==> config.mk <==
export PLATFORM = sky130hd
export DESIGN_NAME = mem_access_flat
export DESIGN_NICKNAME = d
export VERILOG_FILES = /design/src/rtl/mem_access_if.sv /design/src/rtl/mem_access.sv /design/src/flat_wrapper.sv
export SDC_FILE = /design/constraint.sdc
export NUM_CORES = 1
export LEC_CHECK = 0
export BUFFER_PORTS_ARGS = -buffer_cell sky130_fd_sc_hd__clkbuf_2
export CELL_PAD_IN_SITES_DETAIL_PLACEMENT = 2
export CELL_PAD_IN_SITES_GLOBAL_PLACEMENT = 2
export CORE_MARGIN = 3
export CORE_UTILIZATION = 22
export DETAILED_ROUTE_END_ITERATION = 10
export PLACE_DENSITY = 0.78
export RECOVER_POWER = 100
export SLEW_MARGIN = 20
export SYNTH_ARGS = -nofsm -noshare
export SYNTH_HDL_FRONTEND = slang
export SYNTH_SLANG_ARGS = --single-unit
==> constraint.sdc <==
create_clock -name clk -period 2.36 [get_ports clk]
set_input_delay 0.236 -clock clk [delete_from_list [all_inputs] [get_ports clk]]
set_output_delay 0.236 -clock clk [all_outputs]
set_load 0.03 [all_outputs]
==> src/rtl/mem_access_if.sv <==
// Byte-serial memory-controller port of the memory stage.
// master: mem_access drives req/we/addr/dout; slave: controller returns din/ack.
interface mem_access_if #(
  parameter int ADDR_W = 32
);
  logic              mem_req_o;
  logic              mem_we_o;
  logic [ADDR_W-1:0] mem_addr_o;
  logic [7:0]        mem_dout_o;
  logic [7:0]        mem_din_i;
  logic              mem_ack_i;

  modport master (
    output mem_req_o, mem_we_o, mem_addr_o, mem_dout_o,
    input  mem_din_i, mem_ack_i
  );

  modport slave (
    input  mem_req_o, mem_we_o, mem_addr_o, mem_dout_o,
    output mem_din_i, mem_ack_i
  );
endinterface

==> src/rtl/mem_access.sv <==
// Memory stage: byte-serial loads/stores over bus, stall to ctrl, passthrough else.
// Ports: clk/rst, ex_mem inputs, hold_i, mem_wb outputs, stall_req_o, bus (master).
module mem_access #(
  parameter int ADDR_W = 32,
  parameter int OPC_W  = 11
) (
  input  logic              clk,
  input  logic              rst,
  input  logic [OPC_W-1:0]  opcode_i,
  input  logic [4:0]        wd_i,
  input  logic              wreg_i,
  input  logic [31:0]       wdata_i,
  input  logic [ADDR_W-1:0] mem_addr_i,
  input  logic              hold_i,
  output logic [4:0]        wd_o,
  output logic              wreg_o,
  output logic [31:0]       wdata_o,
  output logic              stall_req_o,
  mem_access_if.master      bus
);

  typedef enum logic [1:0] {
    IDLE,
    ACCESS,
    DONE
  } state_e;

  state_e      state_q;
  logic [1:0]  cnt_q;
  logic [31:0] buf_q;

  logic [6:0]  op;
  logic [2:0]  f3;
  logic        is_ld;
  logic        is_st;
  logic        is_mem;
  logic [1:0]  last;
  logic [31:0] ld_data;

  assign op     = opcode_i[6:0];
  assign f3     = opcode_i[9:7];
  assign is_ld  = (op == 7'b0000011);
  assign is_st  = (op == 7'b0100011);
  assign is_mem = is_ld | is_st;

  // index of final byte: 1, 2 or 4 bytes; all reserved widths act as word
  always_comb begin
    last = 2'd3;
    unique case (1'b1)
      f3[1:0] == 2'b00: last = 2'd0;
      f3[1:0] == 2'b01: last = 2'd1;
      default: ;
    endcase
  end

  always_comb begin
    ld_data = buf_q;
    unique case (1'b1)
      f3 == 3'b000: ld_data = {{24{buf_q[7]}}, buf_q[7:0]};
      f3 == 3'b001: ld_data = {{16{buf_q[15]}}, buf_q[15:0]};
      f3 == 3'b100: ld_data = {24'h0, buf_q[7:0]};
      f3 == 3'b101: ld_data = {16'h0, buf_q[15:0]};
      default: ;
    endcase
  end

  always_ff @(posedge clk) begin
    if (rst) begin
      state_q <= IDLE;
      cnt_q   <= 2'd0;
      buf_q   <= 32'h0;
    end else begin
      unique case (state_q)
        IDLE: begin
          if (is_mem) begin
            state_q <= ACCESS;
            cnt_q   <= 2'd0;
            buf_q   <= 32'h0;
          end
        end
        ACCESS: begin
          if (bus.mem_ack_i) begin
            if (is_ld) buf_q[{cnt_q, 3'b000} +: 8] <= bus.mem_din_i;
            if (cnt_q == last) state_q <= DONE;
            else cnt_q <= cnt_q + 2'd1;
          end
        end
        DONE: begin
          // wait out ctrl's hold so the same instruction is not replayed
          if (!hold_i) state_q <= IDLE;
        end
        default: state_q <= IDLE;
      endcase
    end
  end

  logic              req;
  logic              we;
  logic [ADDR_W-1:0] addr;
  logic [7:0]        dout;

  always_comb begin
    wd_o        = 5'd0;
    wreg_o      = 1'b0;
    wdata_o     = 32'h0;
    stall_req_o = 1'b0;
    req         = 1'b0;
    we          = 1'b0;
    addr        = '0;
    dout        = 8'h0;
    if (!rst) begin
      unique case (state_q)
        IDLE: begin
          wd_o = wd_i;
          if (is_mem) begin
            stall_req_o = 1'b1;
          end else begin
            wreg_o  = wreg_i;
            wdata_o = wdata_i;
          end
        end
        ACCESS: begin
          wd_o        = wd_i;
          stall_req_o = 1'b1;
          req         = 1'b1;
          we          = is_st;
          addr        = mem_addr_i + ADDR_W'(cnt_q);
          dout        = wdata_i[{cnt_q, 3'b000} +: 8];
        end
        DONE: begin
          wd_o    = wd_i;
          wreg_o  = wreg_i;
          wdata_o = is_ld ? ld_data : 32'h0;
        end
        default: ;
      endcase
    end
  end

  assign bus.mem_req_o  = req;
  assign bus.mem_we_o   = we;
  assign bus.mem_addr_o = addr;
  assign bus.mem_dout_o = dout;

endmodule

==> src/flat_wrapper.sv <==
// flat-port wrapper written by rule: the top's interface ports become plain ports
module mem_access_flat 
#(
  parameter int ADDR_W = 32,
  parameter int OPC_W  = 11
)
  (clk, rst, opcode_i, wd_i, wreg_i, wdata_i, mem_addr_i, hold_i, wd_o, wreg_o, wdata_o, stall_req_o, bus_mem_req_o, bus_mem_we_o, bus_mem_addr_o, bus_mem_dout_o, bus_mem_din_i, bus_mem_ack_i);
  mem_access_if #(.ADDR_W(ADDR_W)) bus_i ();
  input  logic clk;
  input  logic rst;
  input  logic [OPC_W-1:0] opcode_i;
  input  logic [4:0] wd_i;
  input  logic wreg_i;
  input  logic [31:0] wdata_i;
  input  logic [ADDR_W-1:0] mem_addr_i;
  input  logic hold_i;
  output logic [4:0] wd_o;
  output logic wreg_o;
  output logic [31:0] wdata_o;
  output logic stall_req_o;
  output wire logic [$bits(bus_i.mem_req_o)-1:0] bus_mem_req_o;
  output wire logic [$bits(bus_i.mem_we_o)-1:0] bus_mem_we_o;
  output wire logic [$bits(bus_i.mem_addr_o)-1:0] bus_mem_addr_o;
  output wire logic [$bits(bus_i.mem_dout_o)-1:0] bus_mem_dout_o;
  input wire logic [$bits(bus_i.mem_din_i)-1:0] bus_mem_din_i;
  input wire logic [$bits(bus_i.mem_ack_i)-1:0] bus_mem_ack_i;
  assign bus_mem_req_o = bus_i.mem_req_o;
  assign bus_mem_we_o = bus_i.mem_we_o;
  assign bus_mem_addr_o = bus_i.mem_addr_o;
  assign bus_mem_dout_o = bus_i.mem_dout_o;
  assign bus_i.mem_din_i = bus_mem_din_i;
  assign bus_i.mem_ack_i = bus_mem_ack_i;
  mem_access #(.ADDR_W(ADDR_W), .OPC_W(OPC_W)) u_core (.clk(clk), .rst(rst), .opcode_i(opcode_i), .wd_i(wd_i), .wreg_i(wreg_i), .wdata_i(wdata_i), .mem_addr_i(mem_addr_i), .hold_i(hold_i), .wd_o(wd_o), .wreg_o(wreg_o), .wdata_o(wdata_o), .stall_req_o(stall_req_o), .bus(bus_i));
endmodule
==> metrics <==
status=finished with violations; failing checks=negative setup slack; fillers=1,849; Top FF cell, synth=dfxtp_1; Reg clk slew, reported paths=60 ps; synthesized instance count=486; clk buf depth=2; most common cell after layout, fill and taps aside=clkbuf_2; gpl congestion=0.8597; reg2reg start=u_core.cnt_q[0]; Leak=2.252 nW; vias in the first global route=5,131; Worst Skew=10.66 ps; FP Rows=46; largest family of logic cells by synthesized area=simple AND/OR/NAND/NOR gates; Hold-fix buffers, CTS=0; Clock Sinks=36; Flop pwr share=0.325; Initial DRT Pass Iterations=5; post-synthesis simple-gate area fraction=0.3987; area grow syn2layout=54.64%; via count=4,763; Core ar.=0.01594 mm^2; synthesized net count=586; post-synthesis sequential area ratio=0.2002; CP endpoint kind=output pin; end of the worst register-to-register path=u_core.buf_q[26]; gr ovfl total=0; Hold Path Stages=3; worst path required time=2120 ps; Startpoint Class=flip-flop; mux share of post-synthesis cell area=0.06674; Synth Register Bits=36; hold path endpoint=u_core.state_q[1]; Net Sw Frac=0.3222; combinational share of power=0.258; Max-slew headroom=0.6126; Max rail drop VDD=0.2082 mV; Die ar.=0.01793 mm^2; part of the power in the clock network=0.417; RSZ-0062 raised after global routing=true; CP Max Fanout=6; Synth Area in Adders=0.02642; post-DP HPWL=13.92 mm; Total GRT Usage=0.2017; Hold WC Path Type=in -> reg; n_diodes=0; antenna viol nets, final=0; Setup-failing EPs final=16; FF-to-FF setup slack=210 ps; global-route wire length before repair=29.26 mm; drt first-iter violations=337; layout cells sized above 1=0.4356; Final nets=767; DRC=0; Switch Pwr=0.0006010 W; H-tree Lvls=2; worst hold path startpoint=hold_i; total wire length=20.29 mm; WL/cell=22.95 um; Worst EP arrival=2390 ps; fin util=0.3492; highest clock rate=381.0 MHz; synth warn=0; most frequent cells in the layout=clkbuf_2, nand2b_1, nor2_1; Clock Root Buffer=clkbuf_16; initial antenna violation count=0; multi-input logic area=0.003058 mm^2; largest net degree at the start of global routing=40; Worst-Margin Slew=577.7 ps; Worst Reg-to-Reg Cells=8; post-route setup slack=-264.9 ps; Synth Area in Compound Gates=0.2343; DIE WIDTH=133.9 um; Yosys cell types=51; PortBufs=172; post-synthesis xor/xnor area fraction=0.02433; power density over the cells=335.0 mW/mm^2; Post-Synthesis Cell Area=0.003600 mm^2; starting density of the core=0.2258; post-layout min period=2625 ps; Final Hold Fails=0; Layout Cells excl Fill=884; die height=133.9 um; dpl cells=867; Max-Cap Viols=0; Mean Syn Cell Area=7.407 um^2; CTS tree=built; number of synthesized flops with an enable pin=0; CP Class=reg -> out; Internal=0.001264 W; latest clock arrival within the worst-skew pair=290 ps; Synth async-reset ratio=0; # IOs=174; Inserted Clock Buffers=5; vias per cell=5.388; period utilization=1.112; register area=728.2 um^2; Pins Over Slew Limit=0
-- per-stage QoR --
step | area [um^2] | hold WS [ps] | setup slack, ps | setup TNS [ps] | power [W]
6_report | 5567 | 213.7 | -264.9 | -2880 | 0.001865
5_1_grt | 5567 | 219.2 | -326.2 | -4291 | 0.001932
4_1_cts | 5384 | 211.6 | -108.6 | -1253 | 0.001852
3_5_place_dp | 4900 | 460.1 | -30.27 | -90.96 | 0.001070
3_3_place_gp | 4900 | 450.9 | 20.14 | 0 | 0.001057
2_1_floorplan | 3679 | 387.9 | 3.204 | 0 | 0.0008483
-- worst max-delay path: stages (launching register included) --
cell,delay [ps]
dfxtp_4,350
ha_1,300
a21oi_1,120
or3_4,370
buf_4,190
nor4_4,210
mux2i_2,350
clkbuf_8,220
-- worst max-delay path by stage --
stage	startpoint	endpoint	slack [ps]	cells past startpoint
5_1_grt	u_core.cnt_q[1]	bus_mem_addr_o[25]	-330	7
6_report	u_core.cnt_q[1]	bus_mem_addr_o[25]	-260	7
4_1_cts	u_core.cnt_q[1]	bus_mem_addr_o[19]	-110	7
3_3_place_gp	mem_addr_i[0]	bus_mem_addr_o[26]	20	8
3_5_place_dp	u_core.cnt_q[0]	bus_mem_addr_o[16]	-30	7
2_1_floorplan	u_core.cnt_q[0]	bus_mem_addr_o[16]	3	6
-- metal layers --
metal	track usage	part of all wire	vias to the layer above
met1	0.2509	0.42	2398
li1	-	-	2169
met4	0.05829	0.025	0
met2	0.3630	0.51	163
met5	0	0	-
met3	0.02701	0.047	33
-- Yosys cell counts (5+ instances only) --
cell | n | share of area
or4_1 | 9 | 0.019
o31ai_1 | 10 | 0.021
clkbuf_1 | 26 | 0.027
dfxtp_1 | 36 | 0.20
mux2i_1 | 6 | 0.017
nand4_1 | 6 | 0.010
o21ai_0 | 10 | 0.014
and2_1 | 9 | 0.016
nor2_1 | 49 | 0.051
buf_2 | 7 | 0.0097
or2_2 | 5 | 0.0087
and4_1 | 5 | 0.012
nor4_1 | 8 | 0.014
nand3b_1 | 6 | 0.013
a22oi_1 | 16 | 0.033
ha_1 | 6 | 0.021
mux4_2 | 8 | 0.050
inv_1 | 6 | 0.0063
nand2_1 | 31 | 0.032
a32oi_1 | 16 | 0.039
a21oi_1 | 49 | 0.068
nor2b_1 | 9 | 0.016
nand3_1 | 45 | 0.063
nand2b_1 | 50 | 0.087
xnor2_1 | 7 | 0.017
-- cell families after synthesis --
kind of cell	Yosys count
adders and majority gates	7
muxes	14
and+or+nand+nor	257
buffers and inverters	43
DFF	36
xor gates and xnor gates	10
AOI/OAI and AO/OA	119
-- power by group through the flow --
stage                     clock, W  combinational (W)  sequential, W
final                     0.000777           0.000482       0.000606
after CTS                 0.000787           0.000458       0.000607
after detailed placement         0           0.000448       0.000621
after floorplan                  0           0.000226       0.000622
after global routing      0.000814           0.000513       0.000605
after global placement           0           0.000436       0.000621
-- repair_timing --
item                                    CTS  global route
setup buffers                             6             3
pin swaps                                15             7
resized for setup                        65            43
gates cloned                              1             1
endpoints found under the setup margin   31            35
hold endpoints to repair                  0             0
-- registers in the layout, summed over array words and instances (netlist names) --
signal,count
u_core.state_q,2
u_core.cnt_q,2
u_core.buf_q,32
-- layout make-up --
class                   instances  share of cell area
multi-input cells             407              0.5493
repair buffers                210              0.2351
flip-flops and latches         36              0.1308
well taps                     216             0.04855
clock buffers                   5             0.02248
clock inverters                 3            0.007642
inverters                       6            0.004720
repair inverters                1            0.001349
(Power assumes the default switching activity.)
